File: src/rtl/crc6_pkg.sv
// Shared CRC-6 definitions used by both the frame transmitter and the byte checker.
package crc6_pkg;

  // Default seed byte; only bits [5:0] take part in the equations.
  localparam logic [7:0] CRC6_SEED = 8'h37;

  typedef enum logic [2:0] {
    StIdle  = 3'd0,
    StStart = 3'd1,
    StData  = 3'd2,
    StCrc   = 3'd3,
    StStop  = 3'd4
  } tx_state_e;

  // Per-byte CRC-6 with a fixed seed; there is no chaining between bytes.
  function automatic logic [5:0] crc6_byte(input logic [7:0] d, input logic [5:0] c);
    logic [5:0] n;
    n[0] = d[5] ^ d[2] ^ d[1] ^ d[0] ^ c[0] ^ c[3];
    n[1] = d[6] ^ d[5] ^ d[3] ^ d[0] ^ c[1] ^ c[3] ^ c[4];
    n[2] = d[7] ^ d[6] ^ d[5] ^ d[4] ^ d[2] ^ d[0] ^ c[0] ^ c[2] ^ c[3] ^ c[4] ^ c[5];
    n[3] = d[7] ^ d[6] ^ d[3] ^ d[2] ^ d[0] ^ c[0] ^ c[1] ^ c[4] ^ c[5];
    n[4] = d[7] ^ d[4] ^ d[3] ^ d[1] ^ c[1] ^ c[2] ^ c[5];
    n[5] = d[4] ^ d[1] ^ d[0] ^ c[2];
    return n;
  endfunction

endpackage

File: src/rtl/crc_frame_tx_if.sv
// Byte producer handshake into the frame transmitter.
interface crc_frame_tx_if;
  logic [7:0] in_data;
  logic       in_valid;
  logic       in_ready;

  modport master (
    output in_data,
    output in_valid,
    input  in_ready
  );

  modport slave (
    input  in_data,
    input  in_valid,
    output in_ready
  );
endinterface

File: src/rtl/crc6_byte_gen.sv
// Combinational CRC-6 of one byte with a fixed seed; shared with the checker side.
module crc6_byte_gen
  import crc6_pkg::*;
#(
  parameter logic [7:0] Seed = CRC6_SEED
) (
  input  logic [7:0] data_i,
  output logic [5:0] crc_o
);

  // Pure function of the byte; seed bits [7:6] are ignored by design.
  always_comb begin
    crc_o = crc6_byte(data_i, Seed[5:0]);
  end

endmodule

File: src/rtl/crc_frame_tx.sv
// Serialises start bit, data byte (LSB first), 6-bit CRC (LSB first) and stop bit.
module crc_frame_tx
  import crc6_pkg::*;
#(
  parameter int unsigned CLKS_PER_BIT = 4,
  parameter logic [7:0]  CRC_SEED     = CRC6_SEED
) (
  input  logic          clk,
  input  logic          rst_n,
  crc_frame_tx_if.slave in_if,
  output logic          tx_out,
  output logic          busy,
  output logic [5:0]    crc_out,
  output logic          frame_done
);

  localparam int unsigned     CntW    = $clog2(CLKS_PER_BIT) + 1;
  localparam logic [CntW-1:0] BaudMax = CntW'(CLKS_PER_BIT - 1);

  tx_state_e       state_q, state_d;
  logic [CntW-1:0] baud_cnt_q, baud_cnt_d;
  logic [2:0]      bit_idx_q, bit_idx_d;
  logic [7:0]      data_q, data_d;
  logic [5:0]      crc_q, crc_d;
  logic            tx_q, tx_d;
  logic            done_q, done_d;

  logic [5:0]      crc_new;
  logic            accept;
  logic            bit_end;
  logic [7:0]      crc_pad;

  crc6_byte_gen #(
    .Seed (CRC_SEED)
  ) u_crc_gen (
    .data_i (in_if.in_data),
    .crc_o  (crc_new)
  );

  // Next-state, counters and capture of the accepted byte.
  always_comb begin
    state_d    = state_q;
    baud_cnt_d = baud_cnt_q;
    bit_idx_d  = bit_idx_q;
    data_d     = data_q;
    crc_d      = crc_q;
    done_d     = 1'b0;
    bit_end    = (baud_cnt_q == BaudMax);
    accept     = in_if.in_valid && (state_q == StIdle);

    if (state_q != StIdle) begin
      baud_cnt_d = bit_end ? '0 : baud_cnt_q + 1'b1;
    end

    unique case (state_q)
      StIdle: begin
        if (accept) begin
          state_d    = StStart;
          data_d     = in_if.in_data;
          crc_d      = crc_new;
          baud_cnt_d = '0;
          bit_idx_d  = 3'd0;
        end
      end
      StStart: begin
        if (bit_end) begin
          state_d   = StData;
          bit_idx_d = 3'd0;
        end
      end
      StData: begin
        if (bit_end) begin
          if (bit_idx_q == 3'd7) begin
            state_d   = StCrc;
            bit_idx_d = 3'd0;
          end else begin
            bit_idx_d = bit_idx_q + 3'd1;
          end
        end
      end
      StCrc: begin
        if (bit_end) begin
          if (bit_idx_q == 3'd5) begin
            state_d   = StStop;
            bit_idx_d = 3'd0;
          end else begin
            bit_idx_d = bit_idx_q + 3'd1;
          end
        end
      end
      StStop: begin
        if (bit_end) begin
          state_d   = StIdle;
          bit_idx_d = 3'd0;
          done_d    = 1'b1;
        end
      end
      default: begin
        state_d    = StIdle;
        baud_cnt_d = '0;
        bit_idx_d  = 3'd0;
      end
    endcase
  end

  // Line level is derived from the next state so tx_out can be a plain flop.
  always_comb begin
    crc_pad = {2'b00, crc_d};
    tx_d    = 1'b1;
    case (state_d)
      StStart: tx_d = 1'b0;
      StData:  tx_d = data_d[bit_idx_d];
      StCrc:   tx_d = crc_pad[bit_idx_d];
      default: tx_d = 1'b1;
    endcase
  end

  // All state; reset abandons any frame and drives the line high at once.
  always_ff @(posedge clk or negedge rst_n) begin
    if (!rst_n) begin
      state_q    <= StIdle;
      baud_cnt_q <= '0;
      bit_idx_q  <= 3'd0;
      data_q     <= 8'h00;
      crc_q      <= 6'h00;
      tx_q       <= 1'b1;
      done_q     <= 1'b0;
    end else begin
      state_q    <= state_d;
      baud_cnt_q <= baud_cnt_d;
      bit_idx_q  <= bit_idx_d;
      data_q     <= data_d;
      crc_q      <= crc_d;
      tx_q       <= tx_d;
      done_q     <= done_d;
    end
  end

  assign in_if.in_ready = (state_q == StIdle);
  assign busy           = (state_q != StIdle);
  assign tx_out         = tx_q;
  assign crc_out        = crc_q;
  assign frame_done     = done_q;

endmodule

File: src/flat_wrapper.sv
// flat-port wrapper written by rule: the top's interface ports become plain ports
module crc_frame_tx_flat import crc6_pkg::*;
#(
  parameter int unsigned CLKS_PER_BIT = 4,
  parameter logic [7:0]  CRC_SEED     = CRC6_SEED
)
  (clk, rst_n, tx_out, busy, crc_out, frame_done, in_if_in_data, in_if_in_valid, in_if_in_ready);
  crc_frame_tx_if in_if_i ();
  input  logic clk;
  input  logic rst_n;
  output logic tx_out;
  output logic busy;
  output logic [5:0] crc_out;
  output logic frame_done;
  input wire logic [$bits(in_if_i.in_data)-1:0] in_if_in_data;
  input wire logic [$bits(in_if_i.in_valid)-1:0] in_if_in_valid;
  output wire logic [$bits(in_if_i.in_ready)-1:0] in_if_in_ready;
  assign in_if_i.in_data = in_if_in_data;
  assign in_if_i.in_valid = in_if_in_valid;
  assign in_if_in_ready = in_if_i.in_ready;
  crc_frame_tx #(.CLKS_PER_BIT(CLKS_PER_BIT), .CRC_SEED(CRC_SEED)) u_core (.clk(clk), .rst_n(rst_n), .in_if(in_if_i), .tx_out(tx_out), .busy(busy), .crc_out(crc_out), .frame_done(frame_done));
endmodule
File: config.mk
export PLATFORM = sky130hd
export DESIGN_NAME = crc_frame_tx_flat
export DESIGN_NICKNAME = d
export VERILOG_FILES = /design/src/rtl/crc6_pkg.sv /design/src/rtl/crc_frame_tx_if.sv /design/src/rtl/crc6_byte_gen.sv /design/src/rtl/crc_frame_tx.sv /design/src/flat_wrapper.sv
export SDC_FILE = /design/constraint.sdc
export NUM_CORES = 1
export LEC_CHECK = 0
export BUFFER_PORTS_ARGS = -buffer_cell sky130_fd_sc_hd__clkbuf_2
export CAP_MARGIN = 30
export CORE_ASPECT_RATIO = 0.75
export CORE_UTILIZATION = 39
export CTS_BUF_LIST = sky130_fd_sc_hd__clkbuf_16
export CTS_CLUSTER_SIZE = 10
export DETAILED_ROUTE_END_ITERATION = 7
export PLACE_DENSITY = 0.6
export SYNTH_ARGS = -nofsm -noshare
export SYNTH_HDL_FRONTEND = slang
export SYNTH_HIERARCHICAL = 1
export SYNTH_SLANG_ARGS = --single-unit
File: constraint.sdc
create_clock -name clk -period 3.6 [get_ports clk]
set_input_delay 0.18 -clock clk [delete_from_list [all_inputs] [get_ports clk]]
set_output_delay 0.18 -clock clk [all_outputs]
set_load 0.05 [all_outputs]
==> flow_summary_export.csv <==
group,metric,value,unit
status,status,"complete, no violations",
synth,synth_edf_count,0,
synth,synthAdderAreaFrac,3.737,%
global_routing,grt_pass1_wl,6368,um
die,boundaryPins,21,
cts,ctsResizeCount,0,
cts,post-cts-setup-buffers,0,
setup_path,end_kind,"flip-flop",
timing,setup_viol,0,
timing,rsz0062_at_grt,"false",
global_routing,grt_pass1_vias,1303,
die,die_h,58.74,um
synth,synth_compound_area_share,15.92,%
timing,period_minus_slack,2666,ps
global_routing,grt-ovfl-total,0,
layout,n_fill_cell,394,
timing,hold_viol,0,
synth,synth_mux_area_share,15.32,%
flow_run,drv_cap,0,
routing,wl_per_cell,15.54,um
cts,ctsHtreeMaxLevel,1,
timing,fin_crit_sh,74.07,%
synth,synthSimpleGateAreaFrac,14.05,%
layout,antenna_cells,0,
synth,synthFlopType,"dfrtp_1",
hold_path,holdCritPathClass,"primary input to flip-flop",
routing,firstDrtPassIters,4,
synth,synth_top_family_by_area,"compound AO/OA/AOI/OAI gates",
global_routing,grt_max_degree,26,
layout,nets,197,
setup_path,worstPathArrival,2850,ps
timing,fin_worst_skew,4.255,ps
routing,drt_wl_total,3653,um
global_routing,grt_use_total,18.01,%
power,vdd_drop_max,0.3592,mV
power,finalPower,0.001700,W
setup_path,crit_fanout,9,
synth,syn-cell-area,1674,um^2
synth,netlist_top_cells_count,"dfrtp_1, mux2_2, nor2_1, xnor2_1",
power,power.density,896.0,nW/um^2
routing,vias,1327,
placement,gp_congestion,0.9162,
setup_path,path_buf_inv,0,
synth,synth_top_area_share,35.87,%
cts,cts.sinks,25,
synth,ys_top_cells_by_area,"dfrtp_1, mux2_2, xnor2_1, ha_1, mux2i_1",
synth,synthArstFlopShare,100.0,%
cts,clk_path_buf_depth,2,
routing,drc_errors,0,
layout,synthToLayoutAreaGrowth,13.30,%
setup_path,path_common_cell,"ha_1",
setup_path,critical-path-max-stage-delay,600,ps
setup_path,start_kind,"flip-flop",
die,core_region_area,4079,um^2
layout,post-route-util,46.50,%
die,die_x,77.66,um
placement,portBuffers,20,
power,p_leak,0.8429,nW
layout,drive_gt1_share,29.44,%
synth,yosysTopAreaCell,"dfrtp_1",
setup_path,worst_path_max_delay_cell,"or4b_4",
die,dieArea,4561,um^2
routing,drtAntennaViolNets,0,
synth,synth.net_count,178,
synth,yosysMostFrequentCell,"dfrtp_1",
layout,seqCellArea,626.9,um^2
setup_path,critical_path_class,"flip-flop to flip-flop",
synth,synth_cells,162,
cts,clk_latency,260,ps
timing,drv_slew,0,
timing,finalSetupTns,0,ps
global_routing,antenna_found_initial,0,
cts,cts_made_buffers,3,
timing,worst_pin_slew,635.3,ps
placement,post-dp-hpwl,2775,um
setup_path,crit_chain,"ha_1 -> ha_1 -> nor2b_1 -> or4b_4 -> o21ai_4 -> mux2_2 -> a22oi_1 -> a32oi_1",
setup_path,cp.required,3780,ps
synth,synthXorXnorAreaFrac,9.417,%
timing,relSlewSlack,57.65,%
synth,yosys_register_bits,25,
synth,ys_warn_count,6,
cts,tritoncts,"done",
cts,path_clk_slew,70,ps
routing,via_per_inst,5.647,
timing,clock.fmax,375.0,MHz
die,rows,20,
synth,synth-seq-area-share,37.44,%
routing,drtIter0Drc,88,
cts,cts-root-buf,"clkbuf_16",
synth,synth_area_per_cell,10.33,um^2
setup_path,critPathTopFamily,"simple AND/OR/NAND/NOR gates",
layout,multiInputGateArea,978.4,um^2
die,start_util,41.04,%
synth,yosysUniqueCellTypes,50,
-- logic make-up after synthesis --
group / count (synthesis)
and+or+nand+nor: 45
buffers and inverters: 14
muxes: 23
DFF: 25
xor gates and xnor gates: 14
adders and majority gates: 5
AOI/OAI and AO/OA: 36
-- layer usage --
| metal | routed length, um | track usage (%) |
|---|---|---|
| met1 | 1777 | 24.83 |
| met2 | 1676 | 28.57 |
| met3 | 173 | 4.186 |
| met4 | 25 | 5.121 |
| met5 | 0 | 0 |
-- power by group --
group	internal, W	switching [W]	total [W]
Sequential	0.000408	0.000130	0.000538
Combinational	0.000376	0.000535	0.000911
Clock	0.000151	0.000100	0.000251
Total	0.000935	0.000765	0.00170
-- through the flow --
step	std cells	hold WS [ps]	cell area, um^2	setup WS [ps]
6_report	235	209.7	1897	933.6
3_3_place_gp	230	234.0	1804	1030
5_1_grt	235	223.8	1897	812.3
4_1_cts	235	210.0	1897	936.5
3_5_place_dp	230	230.6	1804	961.8
2_1_floorplan	162	-115.6	1674	1095
-- final timing paths --
check                                     from                   end  slack, ps  cells past startpoint
min in group asynchronous                rst_n  u_core/baud_cnt_q[1]        470                      2
hold reg to reg               u_core/data_q[7]      u_core/data_q[7]        500                      1
setup reg to reg           u_core/bit_idx_q[0]         u_core/tx_out        930                      8
hold / removal                in_if_in_data[5]      u_core/data_q[5]        210                      2
setup / recovery           u_core/bit_idx_q[0]         u_core/tx_out        930                      8
max in group asynchronous                rst_n   u_core/bit_idx_q[1]       2710                      2
-- cells in the final DEF (no fill, tap or decap), drive strengths merged, types with 5 or more instances in the layout --
master   n
ha       5
a21oi    5
nor3     7
xnor2    9
o21ai    6
mux2    18
inv      6
mux2i    5
clkbuf  23
dfrtp   24
nand2    7
nor2    13
-- timing repair --
| item | 4_1_cts | 5_1_grt |
|---|---|---|
| endpoints found under the setup margin | 0 | 0 |
| hold buffers | 1 | 0 |
| endpoints found under the hold margin | 24 | 0 |
-- area by class of cell --
type | count | area share (%)
repair buffers | 22 | 6.201
inverters | 6 | 1.187
multi-input cells | 123 | 51.58
well taps | 55 | 3.628
flip-flops and latches | 25 | 33.05
clock buffers | 3 | 3.958
clock inverters | 1 | 0.3958
-- sequential cells by signal, indices dropped and copies added, names as in the netlist --
name,flops
u_core/data_q,8
u_core/crc_out,6
u_core/baud_cnt_q,3
u_core/bit_idx_q,3
u_core/state_q,3
u_core/frame_done,1
u_core/tx_out,1
(Power assumes the default switching activity.)
